### src/rtl/reg_alu_sequencer.sv
// Four-state sequencer: latch an instruction, read two registers, execute, write back.
// state | meaning: IDLE accept, READ capture operands, EXEC compute result, WRITE write back and pulse done.
module reg_alu_sequencer (
  input  logic        clk,
  input  logic        reset,
  input  logic        in_valid,
  output logic        in_ready,
  input  logic [2:0]  op,
  input  logic [4:0]  src1,
  input  logic [4:0]  src2,
  input  logic [4:0]  dst,
  output logic [4:0]  sr1,
  output logic [4:0]  sr2,
  input  logic [31:0] rdData1,
  input  logic [31:0] rdData2,
  output logic [4:0]  dr,
  output logic [31:0] wrData,
  output logic        write,
  output logic        done,
  output logic [15:0] ops_count
);

  typedef enum logic [1:0] {IDLE, READ, EXEC, WRITE} state_t;

  state_t      state, state_nxt;
  logic        accept;
  logic [2:0]  op_q;
  logic [31:0] a, b, result, alu_out;

  always_ff @(posedge clk) begin
    if (reset) state <= IDLE;
    else       state <= state_nxt;
  end

  always_comb begin
    state_nxt = state;
    in_ready  = 1'b0;
    accept    = 1'b0;
    write     = 1'b0;
    done      = 1'b0;
    case (state)
      IDLE: begin
        in_ready = ~reset;
        if (in_valid && !reset) begin
          accept    = 1'b1;
          state_nxt = READ;
        end
      end
      READ: state_nxt = EXEC;
      EXEC: state_nxt = WRITE;
      WRITE: begin
        write     = 1'b1;
        done      = 1'b1;
        state_nxt = IDLE;
      end
      default: state_nxt = IDLE;
    endcase
  end

  always_comb begin
    alu_out = '0;
    case (op_q)
      3'b000: alu_out = a + b;
      3'b001: alu_out = a - b;
      3'b010: alu_out = a & b;
      3'b011: alu_out = a | b;
      3'b100: alu_out = a ^ b;
      3'b101: alu_out = {31'b0, ($signed(a) < $signed(b))};
      3'b110: alu_out = a << b[4:0];
      3'b111: alu_out = a;
      default: alu_out = '0;
    endcase
  end

  // sr1/sr2 double as the latched sources so the bank sees them throughout READ.
  always_ff @(posedge clk) begin
    if (reset) begin
      op_q      <= '0;
      sr1       <= '0;
      sr2       <= '0;
      dr        <= '0;
      a         <= '0;
      b         <= '0;
      result    <= '0;
      ops_count <= '0;
    end else begin
      if (accept) begin
        op_q <= op;
        sr1  <= src1;
        sr2  <= src2;
        dr   <= dst;
      end
      if (state == READ) begin
        a <= rdData1;
        b <= rdData2;
      end
      if (state == EXEC)  result    <= alu_out;
      if (state == WRITE) ops_count <= ops_count + 16'd1;
    end
  end

  assign wrData = result;

endmodule
### config.mk
export PLATFORM = sky130hd
export DESIGN_NAME = reg_alu_sequencer
export DESIGN_NICKNAME = d
export VERILOG_FILES = /design/src/rtl/reg_alu_sequencer.sv
export SDC_FILE = /design/constraint.sdc
export NUM_CORES = 1
export LEC_CHECK = 0
export ABC_CLOCK_PERIOD_IN_PS = 6600
export CAP_MARGIN = 5
export CORE_MARGIN = 2
export CORE_UTILIZATION = 41
export DETAILED_ROUTE_END_ITERATION = 7
export GPL_TIMING_DRIVEN = 1
export SYNTH_ARGS = -nofsm -noshare
export SYNTH_HDL_FRONTEND = slang
export SYNTH_SLANG_ARGS = --single-unit
### constraint.sdc
create_clock -name clk -period 6.6 [get_ports clk]
set_clock_uncertainty 0.05 [all_clocks]
set_input_delay 0.66 -clock clk [delete_from_list [all_inputs] [get_ports clk]]
set_output_delay 0.66 -clock clk [all_outputs]
set_load 0.01 [all_outputs]
==> results of run 1 <==
[power groups by stage]
| stage | clock network [mW] | registers [mW] | logic (mW) |
|---|---|---|---|
| 2_1_floorplan | 0 | 1.16 | 2.26 |
| 3_3_place_gp | 0 | 1.26 | 3.23 |
| 3_5_place_dp | 0 | 1.26 | 3.24 |
| 4_1_cts | 0.975 | 1.24 | 3.26 |
| 5_1_grt | 1.01 | 1.27 | 3.62 |
| 6_report | 0.965 | 1.25 | 3.35 |
[final cells by class]
| class | count | area, µm² |
|---|---|---|
| multi-input cells | 1230 | 8430 |
| repair buffers | 168 | 1630 |
| diodes | 1 | 2.50 |
| inverters | 105 | 394 |
| clock buffers | 17 | 425 |
| well taps | 384 | 480 |
| fillers | 2822 | 14500 |
| flip-flops and latches | 132 | 2650 |
| clock inverters | 15 | 141 |
[worst min path at each step]
| stage | slack, ns | endpoint | startpoint | depth (start not counted) |
|---|---|---|---|---|
| final | 0.43 | sr1[2] | sr1[2] | 2 |
| after global routing | 0.44 | wrData[11] | wrData[11] | 2 |
| after CTS | 0.43 | wrData[15] | wrData[15] | 2 |
| after detailed placement | 0.42 | wrData[15] | wrData[15] | 2 |
| after global placement | 0.41 | sr2[3] | sr2[3] | 2 |
| after floorplan | 0.43 | wrData[17] | wrData[17] | 2 |
[layer usage]
metal	vias up	wire, µm
met1	5816	20200
met2	665	19600
met5	-	13
met4	2	1560
li1	5762	-
met3	106	4770
[cell families (layout without fill, tap and decap cells)]
kind of cell | count (synthesis) | in the layout | share of synthesized area (%)
AOI/OAI and AO/OA | 446 | 446 | 24.8
xor gates and xnor gates | 38 | 38 | 2.80
adders and majority gates | 106 | 106 | 11.2
buffers and inverters | 218 | 305 | 7.22
DFF | 132 | 132 | 22.2
muxes | 138 | 138 | 12.9
other | 0 | 1 | 0
and+or+nand+nor | 502 | 502 | 18.8
[worst max-delay path, cell delays in order (launching register included)]
cell and delay, ns:
dfxtp_2 1.09, inv_1 0.46, fa_1 0.54, nor2b_1 0.16, o21ai_0 0.26, a31oi_2 0.20
a2111oi_2 0.59, o221ai_2 0.26, a211oi_1 0.26, a31o_1 0.12, a21oi_1 0.06, a211oi_1 0.26
[registers in the layout, indices dropped and copies added (netlist names)]
| register | flops |
|---|---|
| ops_count | 16 |
| sr1 | 5 |
| state | 2 |
| b | 32 |
| a | 32 |
| op_q | 3 |
| sr2 | 5 |
| dr | 5 |
| wrData | 32 |
[cell usage after synthesis, types with 5 or more instances]
library cell / count
a221oi_1: 15
buf_1: 23
o221ai_1: 20
a22o_1: 9
o21ai_0: 87
and3_1: 12
dfxtp_1: 132
a21o_1: 8
a21oi_1: 140
nor4_1: 11
nor2b_1: 13
nor3_1: 32
inv_1: 98
a211oi_1: 24
mux2i_1: 120
o21bai_1: 11
and2_1: 8
clkbuf_1: 65
ha_1: 103
o31ai_1: 13
xnor2_1: 22
nand2_1: 126
nand3_1: 29
o21a_1: 10
o22ai_1: 7
a31oi_1: 14
mux4_2: 12
mux2_2: 6
o31a_1: 6
inv_2: 5
xor2_1: 16
a22oi_1: 16
nand4_1: 11
buf_2: 20
o211ai_1: 11
nor2_1: 216
nand2b_1: 23
==> run metrics, run 1 <==
status=completed; clock network power share=17.3%; layout cells sized above 1=6.30%; Int Power=2.75 mW; final instance area=14200 µm²; CTS Buf Count=17; Total Power=5.56 mW; Setup Fix Bufs, Post-CTS=0; commonest non-fill, non-tap cell in the layout=nor2_1; H-tree levels=4; number of synthesized register bits=132; sw power=2.81 mW; max-slew violations=0; CTS clk-pin slew, worst paths=0.07 ns; Crit Path Category=flop to flop; CTS tree=yes; asr flop ratio synth=0%; area grow syn2layout=18.9%; final WL=46.1 mm; Final Util=49.4%; CTS hold repair buffers=0; clock buffer depth=2; post-CTS sizing=0; fin crit period=4.40 ns; final critical-path share of the clock period=66.7%; wire length per cell=22.5 µm; register share of total power=22.4%; Via Count=12400; die area=30400 µm²; area post-placement=13600 µm²; CP Launch Type=flop; vias per inst=6.02; worst reg-to-reg setup slack=2.20 ns; crit path from=b[1]; worst reg2reg path endpoint=wrData[26]; met3 Usage GRT=8.20%; first-pass GRT wire length=69.8 mm; Final Hold Vio Count=0; Max Cap Viol=0; Yosys top cell by area=dfxtp_1; endpoints failing setup=0; worst vdd ir=0.000190 V; Residual DRC=0; DIE HEIGHT=174 µm; Synth Flop Type=dfxtp_1; power share of the combinational group=60.2%; Root Buffer=clkbuf_16; busiest layer in global routing=met2; crit path max fanout=49; top cell type's share of synthesized area=22.2%; Mapped Nets=1770; commonest cells after routing, fill and taps aside=213 x nor2_1, 149 x clkdlybuf4s50_1, 140 x a21oi_1; PD cells=393 nW/µm²; Post-Synthesis Cells=1580; switching fraction of total power=50.6%; ranking of synthesized cells by area=dfxtp_1 22%, ha_1 11%, mux2i_1 10%; RSZ-0062 raised after global routing=false; met2 Usage GRT=44.4%; Fin Setup TNS=0 ns; sequential fraction of the synthesis area=22.2%; slew at the pin closest to its max-slew limit=1.14 ns; setup slack after layout=2.20 ns; RD Place Congestion=0.988; core area=28600 µm²; Relative slew margins=24.2%; Static Leakage=5.35 nW; Nets=1844; initial antenna violation count=4; largest net degree at the start of global routing=71; warnings from Yosys=0; CP endpoint kind=flop; dpl hpwl=33.4 mm; remaining global-route overflow=0; Die X-Extent=174 µm; worst hold slack=0.426 ns; worst min-delay path class=flop to flop; TritonRoute pass-1 iters=5; Initial DRC Count=1287; standard-cell rows=62; syn avg cell area=7.53 µm²; GR Layer Usage met1=41.1%; clk sinks=132; Post-DRT Antenna Nets=0; Critical Path AT=4.71 ns; Worst R2R Start=b[1]; CP endpoint=wrData[26]; post-synth design cell area=11900 µm²; Reg2Reg Depth=11; DP Worst Slack=2.23 ns; Starting Density=41.6%; io pins=151; number of I/O port buffers=150; latest clock arrival within the worst-skew pair=0.45 ns; Worst EP required=6.91 ns; gr usage total=29.8%; Post-synth EDFFs=0; dpl cells=2019; post-synthesis cell type count=86; fmax=227 MHz; Non-Filler Instances=2052; vias in the first global route=11400
(Power assumes the default switching activity.)
==> inputs of run 2 (changes only) <==
ABC_CLOCK_PERIOD_IN_PS = 4490   (was 6600)
clock period = 4.49 ns   (was 6.6 ns; I/O delays follow)
==> run 2 against run 1 <==
  * Non-clock buffer count grew 27
  * Via count grew 1.5%
  * Sequential power is 42% higher
  * First-iteration DRC count decreased by 10%
  * Worst hold slack lost 0.0049 ns
  * Wire length rose by 3.2%
  * Cell area increased by 1.4%
  * Highest routed layer unchanged
  * Cell count increased by 1.3%
  * Core utilization is 0.69 points higher
  * Critical endpoint unchanged
  * Clock power increased by 46%
==> run metrics, run 2 (synthesized netlist as in run 1, its figures left out) <==
initial antenna violation count=1 (-3); Worst EP required=4.80 ns (-2.11 ns); CTS Buf Count=17 (unchanged); commonest cells after routing, fill and taps aside=213 x nor2_1, 149 x clkdlybuf4s50_1, 140 x a21oi_1; commonest non-fill, non-tap cell in the layout=nor2_1; area post-placement=13800 µm² (+1.5%); met3 Usage GRT=7.81% (-0.39 points); Non-Filler Instances=2078 (+1.3%); GR Layer Usage met1=44.0% (+2.9 points); dpl hpwl=35.8 mm (+7.1%); Hold Path Origin=dr[3]; standard-cell rows=62 (unchanged); DIE HEIGHT=174 µm (unchanged); largest net degree at the start of global routing=77 (+8.5%); number of I/O port buffers=150 (unchanged); Die X-Extent=174 µm (unchanged); Nets=1871 (+1.5%); gr usage total=31.0% (+1.2 points); H-tree levels=4 (unchanged); Residual DRC=0 (unchanged); remaining global-route overflow=0 (unchanged); dpl cells=2046 (+1.3%); Final Hold Vio Count=0 (unchanged); endpoints failing setup=0 (unchanged); clk sinks=132 (unchanged); first-pass GRT wire length=72.0 mm (+3.1%); met2 Usage GRT=45.2% (+0.84 points); Fin Setup TNS=0 ns (unchanged); TritonRoute pass-1 iters=5 (unchanged); post-CTS sizing=0 (unchanged); PD cells=580 nW/µm² (+48%); CP Launch Type=flop; fill count=2869 (+1.7%); status=completed; Worst R2R Start=b[0]; Starting Density=41.6% (unchanged); Relative slew margins=25.1% (+0.81 points); crit path from=b[0]; busiest layer in global routing=met2; final critical-path share of the clock period=85.0% (+18 points); fin crit period=3.82 ns (-0.586 ns); die area=30400 µm² (unchanged); final instance area=14400 µm² (+1.4%); worst vdd ir=0.000238 V (+26%); worst min-delay path class=flop to flop; Critical Path AT=4.13 ns (-0.58 ns); Max Cap Viol=0 (unchanged); fmax=262 MHz (+15%); io pins=151 (unchanged); wire length per cell=22.9 µm (+1.9%); Initial DRC Count=1154 (-10%); DP Worst Slack=0.793 ns (-1.44 ns); Root Buffer=clkbuf_16; Via Count=12500 (+1.5%); core area=28600 µm² (unchanged); Static Leakage=5.48 nW (+2.4%); Crit Path Category=flop to flop; final WL=47.6 mm (+3.2%); Total Power=8.33 mW (+50%); CP endpoint kind=flop; CTS clk-pin slew, worst paths=0.08 ns (about the same); clock buffer depth=2 (unchanged); setup slack after layout=0.673 ns (-1.52 ns); slew at the pin closest to its max-slew limit=1.12 ns (-0.0122 ns); RD Place Congestion=0.989 (+0.11%); max-slew violations=0 (unchanged); vias in the first global route=11600 (+1.5%); CTS hold repair buffers=0 (unchanged); latest clock arrival within the worst-skew pair=0.45 ns (about the same); layout cells sized above 1=7.67% (+1.4 points); Setup Fix Bufs, Post-CTS=0 (unchanged); ant diodes=0 (-1); vias per inst=6.03 (+0.26%); RSZ-0062 raised after global routing=false; CTS tree=yes; Post-DRT Antenna Nets=0 (unchanged); crit path max fanout=12 (-76%); area grow syn2layout=20.5%
[run 2: cell types whose count changed in the layout (fill, tap and decap cells not counted), sizes merged]
cell and delta:
diode -1, clkbuf +2, clkinvlp +1, inv -5, buf +27, clkinv +1
bufinv +1
[run 2: cell type report]
type                    instances  area [µm²]  share of cell area, %
flip-flops and latches        132        2650                   18.4
clock inverters                13         125                  0.872
multi-input cells            1230        8430                   58.7
repair buffers                195        1840                   12.8
inverters                     105         394                   2.75
well taps                     384         480                   3.35
clock buffers                  19         443                   3.09
[run 2: final timing paths]
path | depth (start not counted) | slack, ns | end
max | 12 | 0.67 | wrData[26]
min | 2 | 0.42 | dr[3]
max reg2reg | 12 | 0.67 | wrData[26]
min reg2reg | 2 | 0.42 | dr[3]
[run 2: per-layer routing]
layer  vias to the layer above  wire length (µm)
met5                         -                11
met4                         2              1540
met3                        97              5010
met2                       673             19900
met1                      5955             21200
li1                       5813                 -
[run 2: worst max-delay path: stages, from the launching register on]
cell and delay, ns:
dfxtp_1 0.61, ha_1 0.26, inv_1 0.06, fa_1 0.42
nor2b_1 0.17, o21ai_0 0.25, a31oi_2 0.23, a2111oi_2 0.67
o221ai_2 0.31, a211oi_1 0.27, a31o_1 0.12, a21oi_1 0.06
a211oi_1 0.24
[run 2: per-stage QoR]
step / utilization [%] / hold WS, ns
after floorplan: - / 0.433
final: 50.1 / 0.421
after global placement: 48.2 / 0.399
after detailed placement: 48.2 / 0.410
after global routing: 50.1 / 0.437
after CTS: 50.1 / 0.425
[run 2: report_power, final]
part	leakage [nW]	internal [mW]	switching [mW]	total [mW]
combinational	4.13	1.95	3.19	5.14
sequential	1.08	1.43	0.348	1.78
clock	0.274	0.784	0.626	1.41
==> inputs of run 3 (changes only) <==
CORE_ASPECT_RATIO = 0.8   (was not set)
CTS_CLUSTER_DIAMETER = 120   (was not set)
GPL_TIMING_DRIVEN = not set   (was 1)
==> run 3 against run 2 <==
  * Sequential cell count is the same
  * Worst setup slack gained 0.15 ns
  * Fmax grew 4.2%
  * First-iteration DRC count grew 24%
  * Power grew 1.3%
  * Global-route usage grew 1.2 points
  * Core utilization grew 0.52 points
  * Largest power group unchanged
  * Highest routed layer unchanged
==> run metrics, run 3 (synthesized netlist as in run 1, its figures left out) <==
Metal-1 WL=23.1 mm (+9.1%); Starting Density=41.9% (+0.30 points); crit path max fanout=7 (-5); status=completed; CP Launch Type=flop; highest metal used=met5; CTS hold repair buffers=0 (unchanged); CTS clk-pin slew, worst paths=0.06 ns (-0.02 ns); final critical-path share of the clock period=81.6% (-3.4 points); RD Place Congestion=1.01 (+2.0%); sw power=4.25 mW (+2.2%); CTS Buf Count=17 (unchanged); clock network power share=17.2% (+0.3 points); fill count=2835 (-1.2%); io pins=151 (unchanged); latest clock arrival within the worst-skew pair=0.45 ns (about the same); Total Power=8.44 mW (+1.3%); slew at the pin closest to its max-slew limit=1.22 ns (+0.0936 ns); vias in the first global route=11300 (-2.5%); initial antenna violation count=2 (+1); power share of the combinational group=61.9% (+0.2 points); commonest cells after routing, fill and taps aside=215 x nor2_1, 149 x clkdlybuf4s50_1, 140 x a21oi_1; Post-DRT Antenna Nets=0 (unchanged); largest net degree at the start of global routing=74 (-3.9%); worst vdd ir=0.000297 V (+25%); first-pass GRT wire length=73.7 mm (+2.3%); DIE HEIGHT=156 µm (-10%); number of I/O port buffers=150 (unchanged); area grow syn2layout=20.9%; clk sinks=132 (unchanged); Max Cap Viol=0 (unchanged); met2 WL=19.2 mm (-3.3%); worst min-delay path class=flop to flop; CP endpoint kind=flop; max-slew violations=0 (unchanged); Root Buffer=clkbuf_16; RSZ-0062 raised after global routing=false; clock buffer depth=2 (unchanged); wire length per cell=23.8 µm (+4.0%); standard-cell rows=55 (-11%); Int Power=4.18 mW (+0.35%); dpl hpwl=37.1 mm (+3.6%); Via Count=12600 (+0.69%); Worst EP required=4.79 ns (about the same); CTS tree=yes; Nets=1878 (+0.37%); TritonRoute pass-1 iters=6 (+1); Die X-Extent=195 µm (+12%); met3 WL=6.28 mm (+25%); final WL=49.3 mm (+3.7%); endpoints failing setup=0 (unchanged); remaining global-route overflow=0 (unchanged); core area=28400 µm² (-0.71%); Setup Fix Bufs, Post-CTS=0 (unchanged); die area=30400 µm² (about the same); Final Hold Vio Count=0 (unchanged); commonest non-fill, non-tap cell in the layout=nor2_1; Static Leakage=5.52 nW (+0.65%); Crit Path Category=flop to flop; PD cells=586 nW/µm² (+0.95%); Residual DRC=0 (unchanged); vias per inst=6.09 (+0.99%); Fin Setup TNS=0 ns (unchanged); Initial DRC Count=1436 (+24%); worst hold slack=0.426 ns (+0.00493 ns); H-tree levels=4 (unchanged); fin crit period=3.66 ns (-0.152 ns); gr usage total=32.2% (+1.2 points); switching fraction of total power=50.4% (+0.46 points); register share of total power=21.0% (-0.4 points); fmax=273 MHz (+4.2%); post-CTS sizing=0 (unchanged); Relative slew margins=18.5% (-6.5 points); layout cells sized above 1=8.00% (+0.32 points); Critical Path AT=3.97 ns (-0.16 ns)
[run 3: cell types whose count changed in the layout (fill, tap and decap cells not counted), moves of 2 or more]
cell / before / now
nor2_2: 3 / 1
inv_8: 0 / 2
nor2_1: 213 / 215
clkinv_2: 2 / 0
clkinv_4: 5 / 0
clkinvlp_4: 2 / 5
buf_4: 46 / 53
inv_6: 3 / 6
[run 3: worst max-delay path, stage by stage (launching register included)]
cell and delay, ns:
dfxtp_1 0.39, inv_1 0.11, ha_1 0.17, inv_1 0.06, fa_1 0.42, nor2b_1 0.17, o21ai_0 0.26, a31oi_2 0.25
a211oi_1 0.35, o21ai_2 0.17, a21oi_1 0.49, o41ai_1 0.15, o221a_2 0.30, nor4_1 0.24
[run 3: area by class of cell]
type                            count  area (µm²)  share of cell area [%]
Timing Repair Buffer              202        1890                    13.1
Clock buffer                       18         439                    3.05
Sequential cell                   132        2650                    18.4
Tap cell                          370         463                    3.22
Clock inverter                     14         143                   0.991
Antenna cell                        1        2.50                  0.0174
Multi-Input combinational cell   1230        8420                    58.5
Inverter                          105         394                    2.74
[run 3: power by group through the flow]
stage / combinational [mW] / clock [mW] / sequential (mW)
after global routing: 5.60 / 1.52 / 1.80
after CTS: 5.06 / 1.48 / 1.76
final: 5.22 / 1.45 / 1.77
after detailed placement: 5.03 / 0 / 1.78
after floorplan: 3.33 / 0 / 1.70
after global placement: 5.06 / 0 / 1.77
[run 3: path summary, 6_finish.rpt]
path                                  from    endpoint  slack (ns)  cells past startpoint
worst max-delay path                  a[0]  wrData[24]        0.83                     13
worst min-delay path            wrData[17]  wrData[17]        0.43                      2
worst max register to register        a[0]  wrData[24]        0.83                     13
worst min register to register  wrData[17]  wrData[17]        0.43                      2
[run 3: through the flow]
step / std cells / util, % / worst slack, ns / area (µm²)
after global routing: 2071 / 50.6 / 0.659 / 14400
final: 2072 / 50.7 / 0.826 / 14400
after CTS: 2071 / 50.6 / 0.918 / 14400
after detailed placement: 2039 / 48.6 / 0.958 / 13800
after floorplan: 1580 / - / 0.998 / 11900
after global placement: 2039 / 48.6 / 0.973 / 13800
[run 3: per-layer routing]
metal,GRT usage (%),vias to the layer above
met2,44.0,745
met4,7.00,2
met3,9.91,61
met1,48.3,5977
met5,0,-
li1,-,5842
